File: config.mk
export PLATFORM = sky130hd
export DESIGN_NAME = multiword_adder_flat
export DESIGN_NICKNAME = d
export VERILOG_FILES = /design/src/rtl/multiword_adder_pkg.sv /design/src/rtl/multiword_adder_if.sv /design/src/rtl/multiword_adder_rca.sv /design/src/rtl/multiword_adder.sv /design/src/flat_wrapper.sv
export SDC_FILE = /design/constraint.sdc
export NUM_CORES = 1
export LEC_CHECK = 0
export BUFFER_PORTS_ARGS = -buffer_cell sky130_fd_sc_hd__clkbuf_2
export CORE_MARGIN = 5
export CORE_UTILIZATION = 54
export CTS_CLUSTER_SIZE = 28
export DETAILED_ROUTE_END_ITERATION = 8
export GPL_ROUTABILITY_DRIVEN = 0
export PLACE_DENSITY = 0.8
export SYNTH_ARGS = -nofsm -noshare
export SYNTH_HDL_FRONTEND = slang
export SYNTH_SLANG_ARGS = --single-unit
File: constraint.sdc
create_clock -name clk -period 8.8 [get_ports clk]
set_clock_uncertainty 0.15 [all_clocks]
set_input_delay 1.32 -clock clk [delete_from_list [all_inputs] [get_ports clk]]
set_output_delay 1.32 -clock clk [all_outputs]
set_load 0.05 [all_outputs]
File: src/rtl/multiword_adder_pkg.sv
// Shared state encoding and sizing helpers for the word-serial wide adder.
package multiword_adder_pkg;

  typedef enum logic [1:0] {
    ST_IDLE = 2'd0,
    ST_RUN  = 2'd1,
    ST_DONE = 2'd2
  } state_t;

  // Slice index width; a single-slice adder still needs a 1-bit index.
  function automatic int idx_width(input int words);
    return (words > 1) ? $clog2(words) : 1;
  endfunction

endpackage

File: src/rtl/multiword_adder_if.sv
// Request/result bundle of the word-serial adder; master issues operands, slave computes.
interface multiword_adder_if #(
  parameter int N     = 16,
  parameter int WORDS = 4
);
  localparam int W = N * WORDS;

  logic         start;
  logic [W-1:0] a;
  logic [W-1:0] b;
  logic         carry_in;
  logic         busy;
  logic         done;
  logic [W-1:0] sum;
  logic         carry_out;

  modport master (
    output start, a, b, carry_in,
    input  busy, done, sum, carry_out
  );

  modport slave (
    input  start, a, b, carry_in,
    output busy, done, sum, carry_out
  );
endinterface

File: src/rtl/multiword_adder_rca.sv
// N-bit ripple carry adder slice; purely combinational, one carry chain.
module RCA #(
  parameter int N = 16
) (
  input  logic [N-1:0] a,
  input  logic [N-1:0] b,
  input  logic         carry_in,
  output logic [N-1:0] sum,
  output logic         carry_out
);
  logic cy;

  always_comb begin
    cy  = carry_in;
    sum = '0;
    for (int i = 0; i < N; i++) begin
      sum[i] = a[i] ^ b[i] ^ cy;
      cy     = (a[i] & b[i]) | (cy & (a[i] ^ b[i]));
    end
    carry_out = cy;
  end
endmodule

File: src/rtl/multiword_adder.sv
// Wide adder that streams one N-bit word per cycle through a single RCA slice.
// Result pulses done WORDS+1 edges after the accepted start; start is ignored while busy.
module multiword_adder
  import multiword_adder_pkg::*;
#(
  parameter int N     = 16,
  parameter int WORDS = 4
) (
  input logic              clk,
  input logic              rst,
  multiword_adder_if.slave bus
);
  localparam int            W        = N * WORDS;
  localparam int            IW       = idx_width(WORDS);
  localparam logic [IW-1:0] LAST_IDX = IW'(WORDS - 1);

  state_t        state;
  state_t        state_next;
  logic [IW-1:0] idx;
  logic [W-1:0]  a_reg;
  logic [W-1:0]  b_reg;
  logic [W-1:0]  sum_reg;
  logic          carry_reg;
  logic          cout_reg;
  logic          accept;
  logic          last;

  logic [N-1:0]  slice_a;
  logic [N-1:0]  slice_b;
  logic [N-1:0]  slice_sum;
  logic          slice_cout;

  assign last    = (idx == LAST_IDX);
  assign slice_a = a_reg[idx*N +: N];
  assign slice_b = b_reg[idx*N +: N];

  RCA #(.N(N)) u_rca (
    .a         (slice_a),
    .b         (slice_b),
    .carry_in  (carry_reg),
    .sum       (slice_sum),
    .carry_out (slice_cout)
  );

  always_ff @(posedge clk or posedge rst) begin
    if (rst) begin
      state <= ST_IDLE;
    end else begin
      state <= state_next;
    end
  end

  // DONE accepts a new start exactly like IDLE so back-to-back ops lose no cycle.
  always_comb begin
    state_next = state;
    accept     = 1'b0;
    case (state)
      ST_IDLE, ST_DONE: begin
        if (bus.start) begin
          accept     = 1'b1;
          state_next = ST_RUN;
        end else begin
          state_next = ST_IDLE;
        end
      end
      ST_RUN: begin
        if (last) begin
          state_next = ST_DONE;
        end
      end
      default: state_next = ST_IDLE;
    endcase
  end

  always_ff @(posedge clk or posedge rst) begin
    if (rst) begin
      idx       <= '0;
      a_reg     <= '0;
      b_reg     <= '0;
      sum_reg   <= '0;
      carry_reg <= 1'b0;
      cout_reg  <= 1'b0;
    end else if (accept) begin
      idx       <= '0;
      a_reg     <= bus.a;
      b_reg     <= bus.b;
      carry_reg <= bus.carry_in;
    end else if (state == ST_RUN) begin
      sum_reg[idx*N +: N] <= slice_sum;
      carry_reg           <= slice_cout;
      if (last) begin
        cout_reg <= slice_cout;
      end else begin
        idx <= idx + 1'b1;
      end
    end
  end

  assign bus.busy      = (state == ST_RUN);
  assign bus.done      = (state == ST_DONE);
  assign bus.sum       = sum_reg;
  assign bus.carry_out = cout_reg;
endmodule

File: src/flat_wrapper.sv
// flat-port wrapper written by rule: the top's interface ports become plain ports
module multiword_adder_flat import multiword_adder_pkg::*;
#(
  parameter int N     = 16,
  parameter int WORDS = 4
)
  (clk, rst, bus_start, bus_a, bus_b, bus_carry_in, bus_busy, bus_done, bus_sum, bus_carry_out);
  multiword_adder_if #(.N(N), .WORDS(WORDS)) bus_i ();
  input logic clk;
  input logic rst;
  input wire logic [$bits(bus_i.start)-1:0] bus_start;
  input wire logic [$bits(bus_i.a)-1:0] bus_a;
  input wire logic [$bits(bus_i.b)-1:0] bus_b;
  input wire logic [$bits(bus_i.carry_in)-1:0] bus_carry_in;
  output wire logic [$bits(bus_i.busy)-1:0] bus_busy;
  output wire logic [$bits(bus_i.done)-1:0] bus_done;
  output wire logic [$bits(bus_i.sum)-1:0] bus_sum;
  output wire logic [$bits(bus_i.carry_out)-1:0] bus_carry_out;
  assign bus_i.start = bus_start;
  assign bus_i.a = bus_a;
  assign bus_i.b = bus_b;
  assign bus_i.carry_in = bus_carry_in;
  assign bus_busy = bus_i.busy;
  assign bus_done = bus_i.done;
  assign bus_sum = bus_i.sum;
  assign bus_carry_out = bus_i.carry_out;
  multiword_adder #(.N(N), .WORDS(WORDS)) u_core (.clk(clk), .rst(rst), .bus(bus_i));
endmodule
==> results of run 1 <==
-- layer usage --
| metal | wire (µm) | vias up |
|---|---|---|
| met5 | 0 | - |
| met3 | 1705 | 43 |
| met4 | 655 | 0 |
| li1 | - | 3161 |
| met2 | 10930 | 297 |
| met1 | 9527 | 3297 |
-- metrics by stage --
step                hold WS (ns)  total power [mW]  util, %  cell area, µm²  setup slack (ns)
floorplan                 0.2873             3.250        -            8788             1.149
global placement          0.3037             3.883    62.16            9910             1.168
detailed placement        0.3111             3.987    62.16            9910             1.049
CTS                       0.3272             4.755    65.69           10470             1.020
global route              0.3352             5.044    65.69           10470            0.6876
finish                    0.3244             4.756    65.69           10470            0.9900
-- worst paths after layout --
check / end / from / slack, ns / depth (start not counted)
min in group asynchronous: u_core.bus.sum[52] / rst / 0.91 / 2
min reg2reg: u_core.a_reg[6] / u_core.a_reg[6] / 0.32 / 2
max in group asynchronous: u_core.b_reg[31] / rst / 6.17 / 3
min: u_core.a_reg[6] / u_core.a_reg[6] / 0.32 / 2
max: u_core.bus.sum[63] / u_core.idx[1] / 0.99 / 23
max reg2reg: u_core.bus.sum[63] / u_core.idx[1] / 0.99 / 23
-- synthesized netlist by cell type, drive strengths merged --
cell	number	share of area, %
nand2	452	19
dfrtp	198	56
o31ai	49	4.2
inv	38	1.7
mux4	32	8.2
clkbuf	27	1.2
buf	26	1.6
fa	16	3.6
o21ai	16	1.3
ha	6	0.85
nand3b	4	0.48
nor2b	4	0.28
nand2b	2	0.14
a221o	1	0.11
and2	1	0.071
mux2	1	0.13
mux2i	1	0.11
nand3	1	0.057
nor3	1	0.057
nor3b	1	0.085
or4	1	0.13
-- logic make-up after synthesis --
kind of cell | after synthesis | synth area share, %
simple gates | 467 | 20.61
compound gates | 66 | 5.638
mux | 34 | 8.485
buf+inv | 91 | 4.385
fa+ha+maj | 22 | 4.499
flops | 198 | 56.38
-- report_power, final --
group / internal [mW] / switching (mW) / total [mW]
combinational: 0.799 / 1.62 / 2.42
clock: 0.430 / 0.327 / 0.757
sequential: 1.31 / 0.272 / 1.58
-- critical path, cell delays in order (launching register included) --
cell and delay, ns:
dfrtp_2 0.65, mux4_2 0.28, inv_1 0.05, fa_1 0.41, fa_1 0.39, fa_1 0.38, fa_1 0.42, fa_1 0.40
fa_1 0.42, fa_1 0.41, fa_1 0.39, fa_1 0.40, fa_1 0.42, fa_1 0.40, fa_1 0.39, fa_1 0.37
inv_1 0.07, fa_1 0.15, inv_1 0.05, fa_1 0.35, inv_1 0.07, fa_1 0.41, inv_1 0.12, o21ai_0 0.11
-- area by class of cell --
type / instances / area (µm²)
tap: 216 / 270.3
sequential: 198 / 4957
clock buffer: 22 / 464.2
inverter: 38 / 152.6
multi-input combinational: 589 / 3463
timing repair buffer: 208 / 1066
clock inverter: 7 / 98.84
fill: 1293 / 5470
==> metrics.yaml, run 1 <==
run_status:
  status: "finished, final reports clean"
timing:
  fmax_mhz: 128.0
  drv_slew: 0
  tns_ns: 0
  worst_slew_pin_slew_ns: 0.8942
  relSlewSlack_pct: 40.39
  finalCritPeriodShare_pct: 88.75
  hold_violations: 0
  final-setup-viol-count: 0
  fin_crit_ns: 7.810
  rsz0062_at_grt: "false"
cells_and_area:
  final_cells: 1278
  area_growth_pct: 19.16
  drive_gt1_share_pct: 26.74
  antenna_cells: 0
  mostFrequentLayoutCells: "nand2_1 (452), clkbuf_2 (198), dfrtp_1 (196)"
  fin_nets: 1206
  final_common_cell: "nand2_1"
detailed_routing:
  drc_errors: 0
  drt_iter0_markers: 522
  drt_pre_antenna_iters: 5
  wl_um: 22820
  postRouteAntennaNets: 0
  wire_per_inst_um: 17.86
  vias: 6798
  post_drt_via_cell_ratio: 5.319
grt:
  grt_max_degree: 133
  grt_use_met2_pct: 40.24
  use_met3_pct: 4.748
  grt_pass1_wl_um: 35780
  grt_use_met1_pct: 34.61
  grt.busiest_layer: "met2"
  grt.total_usage_pct: 25.18
  grt_remaining_overflow: 0
  first_global_vias: 6783
  antenna_found_initial: 0
synth:
  ys_seq_area_share_pct: 56.38
  synth_area_um2: 8788
  post_synth_num_cell_types: 28
  syn_avg_cell_area_um2: 10.01
  syn_inst: 878
  synth_warnings: 0
  syn-num-nets: 1032
  synth-seq-cells: 198
floorplanning:
  die_w_um: 137.6
  rows: 46
  dieArea_um2: 18930
  start_util_pct: 55.12
  die_h_um: 137.6
  core_area_um2: 15940
  pin_count: 199
clock_tree:
  post-cts-setup-buffers: 0
  path_clk_slew_ns: 0.07
  clock_latency_ns: 0.43
  cts_root_buf: "clkbuf_16"
  cts_hold_buf: 0
  h-tree-depth: 4
  cts_resized: 0
  cts_tree: "built"
  cts.path.max_buffers: 2
  numCtsBuffers: 17
  cts_num_sinks: 198
setup_path:
  cp-start-kind: "register"
  end_kind: "register"
  critPathMaxFanout: 19
  cp_data_required_time_ns: 8.94
  cp.arrival_ns: 7.95
  path_class: "reg -> reg"
power:
  p_leak_nw: 5.564
  vdd.ir_drop.worst_v: 0.0002051
  power_per_cell_area_nw_per_um2: 454.2
placement:
  hpwl_um: 16510
  io_buffers: 198
  dp_cells: 1249
run:
  cap_viol_max_count: 0
hold_path:
  hold_path.class: "reg -> reg"
(Power assumes the default switching activity.)
==> run 2: changes to the inputs <==
--- a/config.mk
+++ b/config.mk
@@ -14,4 +14,5 @@
 export PLACE_DENSITY = 0.8
 export SYNTH_ARGS = -nofsm -noshare
 export SYNTH_HDL_FRONTEND = slang
+export SYNTH_HIERARCHICAL = 1
 export SYNTH_SLANG_ARGS = --single-unit
==> constraint.sdc (replaced) <==
create_clock -name clk -period 8.8 [get_ports clk]
set_clock_uncertainty 0.15 [all_clocks]
set_input_delay 1.32 -clock clk [delete_from_list [all_inputs] [get_ports clk]]
set_output_delay 1.32 -clock clk [all_outputs]
set_load 0.005 [all_outputs]
==> metrics.yaml, run 2 <==
detailed_routing:
  drc_errors: 0  # unchanged
  post_drt_via_cell_ratio: 5.496  # +3.3%
  vias: 5491  # -19%
  drt_iter0_markers: 373  # -29%
  wl_um: 20510  # -10%
  drt_pre_antenna_iters: 4  # -1
  wire_per_inst_um: 20.53  # +15%
  postRouteAntennaNets: 0  # unchanged
run_status:
  status: "finished, final reports clean"
synth:
  synth-seq-cells: 198  # unchanged
  synth_area_leaders: "dfrtp_1 (57%), mux2_2 (17%), mux4_2 (8.3%)"
  syn_inst: 582  # -34%
  synth_top_family_by_area: "multiplexers"
  synth_warnings: 6  # +6
  synth_xor_area_share_pct: 0  # unchanged
  synth-compound-area-share_pct: 5.554  # -0.084 points
  syn_avg_cell_area_um2: 14.90  # +49%
  ys_seq_area_share_pct: 57.13  # +0.75 points
  syn-num-nets: 735  # -29%
  ys_top_cells_by_count: "dfrtp_1 (198), mux2_2 (129), nand2_1 (67), a22o_1 (32), mux4_2 (32)"
  synth_edf_count: 0  # unchanged
  synth-simple-area-share_pct: 4.703  # -16 points
  synth.most_common_cell: "dfrtp_1"
  synth_flop_cell: "dfrtp_1"
  synthArstFlopShare_pct: 100.0  # unchanged
  post_synth_num_cell_types: 29  # +3.6%
  synth_top_area_share_pct: 57.13  # +0.75 points
  synth_area_um2: 8673  # -1.3%
  synth_top_area_cell: "dfrtp_1"
  synthAdderAreaFrac_pct: 4.414  # -0.085 points
  synth_mux_area_share_pct: 25.17  # +17 points
floorplanning:
  pin_count: 199  # unchanged
  die_h_um: 136.7  # -0.61%
  die_w_um: 136.7  # -0.61%
  start_util_pct: 54.80  # -0.33 points
  dieArea_um2: 18700  # -1.2%
  core_area_um2: 15830  # -0.72%
  rows: 46  # unchanged
hold_path:
  hold_path.class: "reg -> reg"
  min_from: "u_core/bus.sum[34]"
  min_to: "u_core/bus.sum[34]"
  whs_path_depth: 2  # unchanged
clock_tree:
  post-cts-setup-buffers: 0  # unchanged
  numCtsBuffers: 17  # unchanged
  cts.path.max_buffers: 2  # unchanged
  cts_root_buf: "clkbuf_16"
  h-tree-depth: 4  # unchanged
  path_clk_slew_ns: 0.07  # about the same
  cts_resized: 0  # unchanged
  cts_tree: "built"
  cts_num_sinks: 198  # unchanged
  cts_hold_buf: 0  # unchanged
  clock_latency_ns: 0.43  # about the same
setup_path:
  crit_slowest_cell: "mux4_2"
  critPathMaxFanout: 20  # +1
  reg2reg_to: "u_core/bus.sum[47]"
  r2r_slack_ns: 0.94  # -0.05 ns
  cp_data_required_time_ns: 9.00  # +0.06 ns
  end_kind: "register"
  path_class: "reg -> reg"
  path_cells: "buf_4, mux4_2, inv_1, fa_1, inv_1, fa_1, fa_1, fa_1, fa_1, fa_1, fa_1, fa_1, fa_1, fa_1, fa_1, fa_1, fa_1, fa_1, inv_1, fa_1, inv_1, nand2_1, o21ai_0"
  crit_top_cell: "fa_1"
  r2r_cells: 23  # unchanged
  cp.arrival_ns: 8.06  # +0.11 ns
  crit_path_max_incr_delay_ns: 0.56  # -0.09 ns
  r2r_start: "u_core/idx[0]"
  cp-start-kind: "register"
timing:
  layout_setup_ws_ns: 0.9416  # -0.04845 ns
  rsz0062_at_grt: "false"
  drv_slew: 0  # unchanged
  hold_violations: 0  # unchanged
  final-setup-viol-count: 0  # unchanged
  fmax_mhz: 127.3  # -0.62%
  finalCritPeriodShare_pct: 89.30  # +0.55 points
  fin_crit_ns: 7.858  # +0.04845 ns
  tns_ns: 0  # unchanged
  relSlewSlack_pct: 12.85  # -28 points
  worst_slew_pin_slew_ns: 1.305  # +0.4104 ns
grt:
  first_global_vias: 6011  # -11%
  grt.total_usage_pct: 23.23  # -1.9 points
  grt_pass1_wl_um: 32620  # -8.8%
  grt_max_degree: 119  # -11%
  grt_remaining_overflow: 0  # unchanged
  antenna_found_initial: 1  # +1
power:
  p_int_mw: 2.874  # +13%
  vdd.ir_drop.worst_v: 0.0002714  # +32%
  p_seq_share_pct: 34.2  # +1.0 points
  p_sw_share_pct: 37.99  # -8.7 points
  clock_power_share_pct: 18.2  # +2.3 points
  p_comb_share_pct: 47.6  # -3.3 points
  power_per_cell_area_nw_per_um2: 443.8  # -2.3%
  p_leak_nw: 4.837  # -13%
  p_switching_mw: 1.761  # -21%
cells_and_area:
  mostFrequentLayoutCells: "clkbuf_2 (198), dfrtp_1 (196), mux2_2 (129)"
  fin_nets: 923  # -23%
  area_growth_pct: 20.43
  drive_gt1_share_pct: 52.49  # +26 points
  final_cells: 999  # -22%
  antenna_cells: 0  # unchanged
  final_common_cell: "clkbuf_2"
placement:
  io_buffers: 198  # unchanged
  dp_slack_ns: 0.9559  # -0.09298 ns
  dp_cells: 967  # -23%
  hpwl_um: 15120  # -8.4%
run:
  cap_viol_max_count: 0  # unchanged
run 2: worst max-delay path by stage:
stage,from,endpoint,slack [ns],cells past startpoint
after global placement,u_core/idx[0],u_core/bus.sum[47],1.07,23
final,u_core/idx[0],u_core/bus.sum[47],0.94,23
after detailed placement,u_core/idx[0],u_core/bus.sum[47],0.96,23
after floorplan,u_core/idx[0],u_core/bus.sum[47],0.92,25
after global routing,u_core/idx[0],u_core/bus.sum[47],0.60,23
after CTS,u_core/idx[0],u_core/bus.sum[47],0.93,23
run 2: final cells by class:
| type | instances | area, µm² |
|---|---|---|
| multi-input combinational | 333 | 3463 |
| clock buffer | 20 | 456.7 |
| fill | 1129 | 5383 |
| inverter | 15 | 63.81 |
| tap | 216 | 270.3 |
| sequential | 198 | 4957 |
| timing repair buffer | 205 | 1044 |
| clock inverter | 12 | 190.2 |
run 2: cell families after synthesis:
logic type	count (synthesis)
AOI/OAI and AO/OA	67
buffers and inverters	51
DFF	198
and+or+nand+nor	83
adders and majority gates	21
muxes	162
run 2: power groups by stage:
| stage | logic [mW] | clock network [mW] | registers, mW |
|---|---|---|---|
| 2_1_floorplan | 1.55 | 0 | 1.52 |
| 3_3_place_gp | 2.13 | 0 | 1.57 |
| 3_5_place_dp | 2.20 | 0 | 1.60 |
| 4_1_cts | 2.21 | 0.855 | 1.59 |
| 5_1_grt | 2.42 | 0.896 | 1.64 |
| 6_report | 2.21 | 0.843 | 1.59 |
run 2: through the flow:
| stage | hold WS, ns | total power [mW] | instance area [µm²] | util (%) |
|---|---|---|---|---|
| 3_5_place_dp | 0.3212 | 3.797 | 9798 | 61.91 |
| 6_report | 0.3344 | 4.635 | 10450 | 65.99 |
| 2_1_floorplan | 0.3226 | 3.064 | 8673 | - |
| 4_1_cts | 0.3379 | 4.651 | 10450 | 65.99 |
| 3_3_place_gp | 0.3107 | 3.700 | 9798 | 61.91 |
| 5_1_grt | 0.3534 | 4.950 | 10450 | 65.99 |
run 2: worst max-delay path: cells and delay by family (launching register included):
kind	cells	cell delay, ns
AO/OA/AOI/OAI	1	0.16
adder cells (fa/ha/maj)	15	5.72
buffers and inverters	5	0.73
flip-flops	1	0.41
multiplexers	1	0.56
AND/OR/NAND/NOR	1	0.06
run 2: layer usage:
layer	global-route usage (%)	vias to the layer above	wire [µm]
li1	-	2455	-
met1	29.82	2806	8013
met2	38.20	200	10270
met3	7.537	28	1766
met4	6.607	2	454
met5	0	-	13
